[config.mk]
export PLATFORM = sky130hd
export DESIGN_NAME = mux_scan
export DESIGN_NICKNAME = d
export VERILOG_FILES = /design/src/rtl/mux_scan_pkg.sv /design/src/rtl/mux_scan_next.sv /design/src/rtl/mux_scan.sv
export SDC_FILE = /design/constraint.sdc
export NUM_CORES = 1
export LEC_CHECK = 0
export CAP_MARGIN = 15
export CORE_MARGIN = 10
export CORE_UTILIZATION = 35
export DETAILED_ROUTE_END_ITERATION = 8
export HOLD_SLACK_MARGIN = 0.08
export PLACE_DENSITY = 0.72
export RECOVER_POWER = 25
export SLEW_MARGIN = 20
export SYNTH_ARGS = -nofsm -noshare
export SYNTH_HDL_FRONTEND = slang
export SYNTH_SLANG_ARGS = --single-unit
[constraint.sdc]
create_clock -name clk -period 3 [get_ports clk]
set_clock_uncertainty 0.1 [all_clocks]
set_input_delay 0.9 -clock clk [delete_from_list [all_inputs] [get_ports clk]]
set_output_delay 0.9 -clock clk [all_outputs]
set_load 0.05 [all_outputs]
[src/rtl/mux_scan_pkg.sv]
// Shared types and helpers for the mux_scan block: FSM state encoding and
// the select-width helper used to size channel indices.
package mux_scan_pkg;

  typedef enum logic [1:0] {
    IDLE   = 2'd0,
    SCAN   = 2'd1,
    FINISH = 2'd2
  } state_e;

  // Width of a channel index. Equals $clog2(n) for any n >= 2; the floor of
  // 1 keeps degenerate sizes from producing a zero-width select.
  function automatic int sel_width(input int n);
    return (n > 1) ? $clog2(n) : 1;
  endfunction

endpackage

[src/rtl/mux_scan_next.sv]
// Combinational search for the lowest enabled channel strictly above `cur`.
// Passing cur = -1 yields the first enabled channel of the mask.
module mux_scan_next
  import mux_scan_pkg::*;
#(
  parameter  int CHANNELS = 8,
  localparam int SW       = sel_width(CHANNELS)
) (
  input  logic [CHANNELS-1:0] en_mask,
  input  logic signed [SW:0]  cur,
  output logic [SW-1:0]       nxt,
  output logic                none
);

  // Walking down from the top leaves the lowest qualifying index in nxt.
  // NOTE: every output gets a default before the loop so no latch is inferred.
  always_comb begin
    nxt  = '0;
    none = 1'b1;
    for (int k = CHANNELS - 1; k >= 0; k--) begin
      if (en_mask[k] && (k > int'(cur))) begin
        nxt  = SW'(k);
        none = 1'b0;
      end
    end
  end

endmodule

[src/rtl/mux_scan.sv]
// Registered CHANNELS:1 mux with a scan sequencer: manual select when mode=0,
// autonomous ascending walk over enabled channels when mode=1 and started.
module mux_scan
  import mux_scan_pkg::*;
#(
  parameter  int WIDTH    = 1,
  parameter  int CHANNELS = 8,
  parameter  int DWELL    = 4,
  localparam int SW       = sel_width(CHANNELS)
) (
  input  logic                      clk,
  input  logic                      rst,
  input  logic [CHANNELS*WIDTH-1:0] in,
  input  logic                      mode,
  input  logic [SW-1:0]             sel_in,
  input  logic [CHANNELS-1:0]       en_mask,
  input  logic                      start,
  output logic [WIDTH-1:0]          out,
  output logic [SW-1:0]             sel_out,
  output logic                      valid,
  output logic                      busy,
  output logic                      done
);

  localparam int            CW   = $clog2(DWELL + 1);
  localparam logic [CW-1:0] LAST = CW'(DWELL - 1);

  state_e         state_q, state_d;
  logic [SW-1:0]  cur_q, cur_d;
  logic [CW-1:0]  dwell_q, dwell_d;
  logic [WIDTH-1:0] out_q, out_d;
  logic [SW-1:0]  sel_out_q, sel_out_d;
  logic           valid_q, valid_d;
  logic           busy_q, busy_d;
  logic           done_q, done_d;

  logic signed [SW:0] search_from;
  logic [SW-1:0]      nxt_idx;
  logic               nxt_none;
  logic [WIDTH-1:0]   man_lane, cur_lane;
  logic               man_hit;

  // Outside SCAN the search starts from -1 so it returns the first channel.
  assign search_from = (state_q == SCAN) ? $signed({1'b0, cur_q}) : '1;

  mux_scan_next #(
    .CHANNELS (CHANNELS)
  ) u_next (
    .en_mask (en_mask),
    .cur     (search_from),
    .nxt     (nxt_idx),
    .none    (nxt_none)
  );

  // Loop-based lane select; an out-of-range manual select simply never hits.
  always_comb begin
    man_lane = '0;
    man_hit  = 1'b0;
    cur_lane = '0;
    for (int k = 0; k < CHANNELS; k++) begin
      if (sel_in == SW'(k)) begin
        man_lane = in[k*WIDTH +: WIDTH];
        man_hit  = 1'b1;
      end
      if (cur_q == SW'(k)) cur_lane = in[k*WIDTH +: WIDTH];
    end
  end

  always_comb begin
    state_d   = state_q;
    cur_d     = cur_q;
    dwell_d   = dwell_q;
    out_d     = out_q;
    sel_out_d = sel_out_q;
    valid_d   = 1'b0;
    busy_d    = 1'b0;
    done_d    = 1'b0;
    if (!mode) begin
      // Manual mode, which also aborts any scan without a done pulse.
      state_d   = IDLE;
      dwell_d   = '0;
      out_d     = man_hit ? man_lane : '0;
      sel_out_d = sel_in;
      valid_d   = man_hit;
    end else begin
      case (state_q)
        IDLE: begin
          if (start) begin
            dwell_d = '0;
            if (nxt_none) begin
              state_d = FINISH;
            end else begin
              state_d = SCAN;
              cur_d   = nxt_idx;
            end
          end
        end
        SCAN: begin
          busy_d    = 1'b1;
          out_d     = cur_lane;
          sel_out_d = cur_q;
          valid_d   = (dwell_q == LAST);
          if (dwell_q == LAST) begin
            dwell_d = '0;
            if (nxt_none) state_d = FINISH;
            else          cur_d   = nxt_idx;
          end else begin
            dwell_d = dwell_q + CW'(1);
          end
        end
        FINISH: begin
          busy_d  = 1'b1;
          done_d  = 1'b1;
          state_d = IDLE;
        end
        default: state_d = IDLE;
      endcase
    end
  end

  // NOTE: state uses non-blocking assignments; the reset is synchronous, so it
  // sits inside the clocked branch and wins over every other input.
  always_ff @(posedge clk) begin
    if (rst) begin
      state_q   <= IDLE;
      cur_q     <= '0;
      dwell_q   <= '0;
      out_q     <= '0;
      sel_out_q <= '0;
      valid_q   <= 1'b0;
      busy_q    <= 1'b0;
      done_q    <= 1'b0;
    end else begin
      state_q   <= state_d;
      cur_q     <= cur_d;
      dwell_q   <= dwell_d;
      out_q     <= out_d;
      sel_out_q <= sel_out_d;
      valid_q   <= valid_d;
      busy_q    <= busy_d;
      done_q    <= done_d;
    end
  end

  assign out     = out_q;
  assign sel_out = sel_out_q;
  assign valid   = valid_q;
  assign busy    = busy_q;
  assign done    = done_q;

endmodule

==> impl_table.tex <==
\begin{tabular}{lr}
\hline
Metric & Value \\
\hline
\multicolumn{2}{l}{\textbf{Synth}} \\
Most frequent cells after synthesis & 15 x sky130\_fd\_sc\_hd\_\_dfxtp\_1, 10 x sky130\_fd\_sc\_hd\_\_nor2\_1, 9 x sky130\_fd\_sc\_hd\_\_nand2\_1 \\
Total nets after synthesis & 140 \\
Top-area cell type share of the netlist area & 29.3\% \\
Cell types occupying the most area after synthesis & sky130\_fd\_sc\_hd\_\_dfxtp\_1 29\%, sky130\_fd\_sc\_hd\_\_mux4\_2 8.8\%, sky130\_fd\_sc\_hd\_\_ha\_1 4.9\% \\
Yosys warns & 0 \\
Post-synthesis average cell area & 9.06 um2 \\
Seq/Total Area, Yosys & 29.3\% \\
Syn Inst Count & 113 \\
Number of storage elements in the synthesis netlist & 15 \\
Top FF cell, synth & sky130\_fd\_sc\_hd\_\_dfxtp\_1 \\
Leading area contributor after synthesis & sky130\_fd\_sc\_hd\_\_dfxtp\_1 \\
EDFF count, synth & 0 \\
Number of distinct library cells after synthesis & 42 \\
Most frequent cell after synthesis & sky130\_fd\_sc\_hd\_\_dfxtp\_1 \\
Netlist area before placement & 1020 um2 \\
Share of async-settable or async-resettable flops after synthesis & 0\% \\
\multicolumn{2}{l}{\textbf{Layout}} \\
Relative area change from synthesis to final layout & 33.1\% \\
Seq. cell area & 300 um2 \\
Antenna cell count & 0 \\
Net count of the finished layout & 171 \\
Number of filler instances in the final layout & 274 \\
Multi-input gate area & 662 um2 \\
Fraction of final layout cells with drive strength greater than 1 & 11.9\% \\
Final core utilization & 49.0\% \\
\multicolumn{2}{l}{\textbf{Worst setup path}} \\
Element type at the critical path end & register \\
Crit path launch & en\_mask[3] \\
Highest net fanout along the worst path & 6 \\
Category of the critical setup timing path & input pin to register \\
Kind of start point of the critical path & input pin \\
Cells on worst reg2reg path & 7 \\
FF-to-FF End & state\_q[0] \\
Worst path arrival time & 2640 ps \\
Critical-path cell with the highest stage delay & sky130\_fd\_sc\_hd\_\_clkdlybuf4s50\_1 \\
Cell Chain, Critical Path & clkdlybuf4s50\_1 > and2b\_1 > o221a\_2 > nor4bb\_4 > a31oi\_1 > a22o\_1 \\
Last element of the critical path & state\_q[0] \\
Longest individual stage delay on the worst path & 460 ps \\
Worst-case register-to-register setup slack & 610 ps \\
Required time at the endpoint of the critical path & 3080 ps \\
Reg-to-Reg Start & state\_q[1] \\
\multicolumn{2}{l}{\textbf{Power and ir drop}} \\
Cell area power density & 345 nW/um2 \\
Net switching component of the power & 139 uW \\
Internal power contribution & 331 uW \\
Standby leakage power & 0.000504 uW \\
Share of total power consumed by net switching & 29.6\% \\
Worst IR drop on VDD & 0.220 mV \\
Clk network pwr share & 24.3\% \\
Part of the total power dissipated in combinational logic & 29.6\% \\
Reg power frac & 46.1\% \\
\multicolumn{2}{l}{\textbf{Clock network}} \\
TritonCTS Buffers & 3 \\
Clock slew at reported path FFs & 90 ps \\
Post\_cts resized & 0 \\
H-tree depth & 1 \\
Clock tree from TritonCTS & yes \\
Setup bufs post-CTS & 0 \\
Total of hold buffers inserted after clock tree synthesis & 0 \\
Bufs on Longest Clock Path & 2 \\
Number of clock sinks & 15 \\
Root cell of the clock tree & sky130\_fd\_sc\_hd\_\_clkbuf\_4 \\
Clock insertion delay at the later pin of the skew report & 280 ps \\
\multicolumn{2}{l}{\textbf{Floorplanning}} \\
I/O pin cnt & 30 \\
Die extent in y & 74.1 um \\
Core area & 2780 um2 \\
Starting density of the core & 36.8\% \\
Area enclosed by the die boundary & 5490 um2 \\
Die span in x & 74.1 um \\
FP Rows & 19 \\
\multicolumn{2}{l}{\textbf{STA}} \\
Transition time of the tightest slew-check pin & 517 ps \\
Worst slew margin relative to its limit & 65.4\% \\
Final Max Slew Viols & 0 \\
Max Clock Freq & 391 MHz \\
Summed negative setup slack over all endpoints & 0 ps \\
RSZ-0062 raised after global routing & no \\
Setup violations, final & 0 \\
Shortest clock period the worst path allows after layout & 2560 ps \\
Final period utilization & 85.3\% \\
Final hold violation count & 0 \\
\multicolumn{2}{l}{\textbf{Route}} \\
Iteration-0 DRC count of the detailed router & 26 \\
Number of remaining DRC errors & 0 \\
Total routed wirelength & 2.52 mm \\
WL per Instance & 14.5 um \\
First-pass iteration count of the detailed router & 4 \\
Number of vias per cell & 5.33 \\
Number of antenna-violating nets in the routed design & 0 \\
Vias after detailed routing & 927 \\
\multicolumn{2}{l}{\textbf{Outcome}} \\
Result of the run & finished clean \\
\multicolumn{2}{l}{\textbf{GRT}} \\
Maximum number of pins on one net before global-route repair & 15 \\
Number of global-route vias before repair & 981 \\
Global-route wire length before repair & 4.29 mm \\
All-layer global routing usage & 9.56\% \\
Grt total ovfl & 0 \\
Antenna violations before repair & 0 \\
\multicolumn{2}{l}{\textbf{Placed design}} \\
Placed wire-length estimate & 2.00 mm \\
GP Congestion & 0.783 \\
Number of buffers inserted by port buffering & 29 \\
\multicolumn{2}{l}{\textbf{Worst hold path}} \\
Hold/Removal Path Class & register to register \\
Launch instance of the worst min-delay path & dwell\_q[2] \\
\multicolumn{2}{l}{\textbf{Job}} \\
Max capacitance violation total & 0 \\
\hline
\end{tabular}
cells in the final DEF, fill, tap and decap left out, types with 4 or more instances in the layout:
| cell type | synthesis | routed |
|---|---|---|
| sky130_fd_sc_hd__clkdlybuf4s50_1 | 0 | 28 |
| sky130_fd_sc_hd__dfxtp_1 | 15 | 15 |
| sky130_fd_sc_hd__nor2_1 | 10 | 10 |
| sky130_fd_sc_hd__nand2_1 | 9 | 9 |
| sky130_fd_sc_hd__nand2b_1 | 7 | 7 |
| sky130_fd_sc_hd__inv_1 | 6 | 6 |
| sky130_fd_sc_hd__nor2b_1 | 6 | 6 |
| sky130_fd_sc_hd__o21ai_0 | 4 | 4 |
| sky130_fd_sc_hd__mux4_2 | 4 | 4 |
| sky130_fd_sc_hd__ha_1 | 4 | 4 |
registers in the layout (all words and copies together), names as in the netlist:
register,flops
cur_q,3
valid,1
state_q,2
busy,1
dwell_q,3
out,1
done,1
sel_out,3
critical path: cells and delay by family:
kind	cells	cell delay, ps
buf+inv	1	460
compound gates	3	680
simple gates	2	580
cells by family (layout without fill, tap and decap cells):
kind of cell    count (synthesis)  in the layout  share of synthesized area, %
mux                             8              8                          13.1
compound gates                 31             31                          23.0
simple gates                   43             43                          23.7
fa+ha+maj                       4              4                          4.89
buf+inv                        12             42                          5.99
flops                          15             15                          29.3
cell type report:
type,count,share of cell area (%)
clock buffer,4,1.93
inverter,6,1.65
multi-input combinational,86,48.6
sequential,15,22.0
tap,31,2.85
timing repair buffer,32,23.0
power groups by stage:
stage	Combinational, uW	Clock, uW	Sequential (uW)
after CTS	141	117	217
after global placement	137	0	221
after detailed placement	140	0	221
after global routing	153	125	218
final	139	114	217
after floorplan	69.2	0	236
metrics by stage:
step | worst slack (ps) | hold WS [ps] | power, uW | std cells | instance area [um2]
floorplan | 787 | 318 | 305 | 113 | 1020
global placement | 245 | 331 | 358 | 170 | 1340
detailed placement | 178 | 338 | 361 | 170 | 1340
CTS | 449 | 352 | 475 | 174 | 1360
global route | 312 | 390 | 496 | 174 | 1360
finish | 442 | 351 | 471 | 174 | 1360
how the worst min path moves through the flow:
stage	depth (start not counted)	endpoint	slack (ps)
2_1_floorplan	2	dwell_q[2]	320
3_3_place_gp	2	dwell_q[2]	330
3_5_place_dp	2	dwell_q[2]	340
4_1_cts	2	dwell_q[2]	350
5_1_grt	2	dwell_q[2]	390
6_report	2	dwell_q[2]	350
routing by layer:
metal | share of wire, % | GRT usage [%]
met5 | 0 | 0
met4 | 0.40 | 2.28
met1 | 45 | 10.7
met2 | 46 | 16.4
met3 | 8.3 | 3.99
No activity file was read; power rests on OpenSTA's default activity.
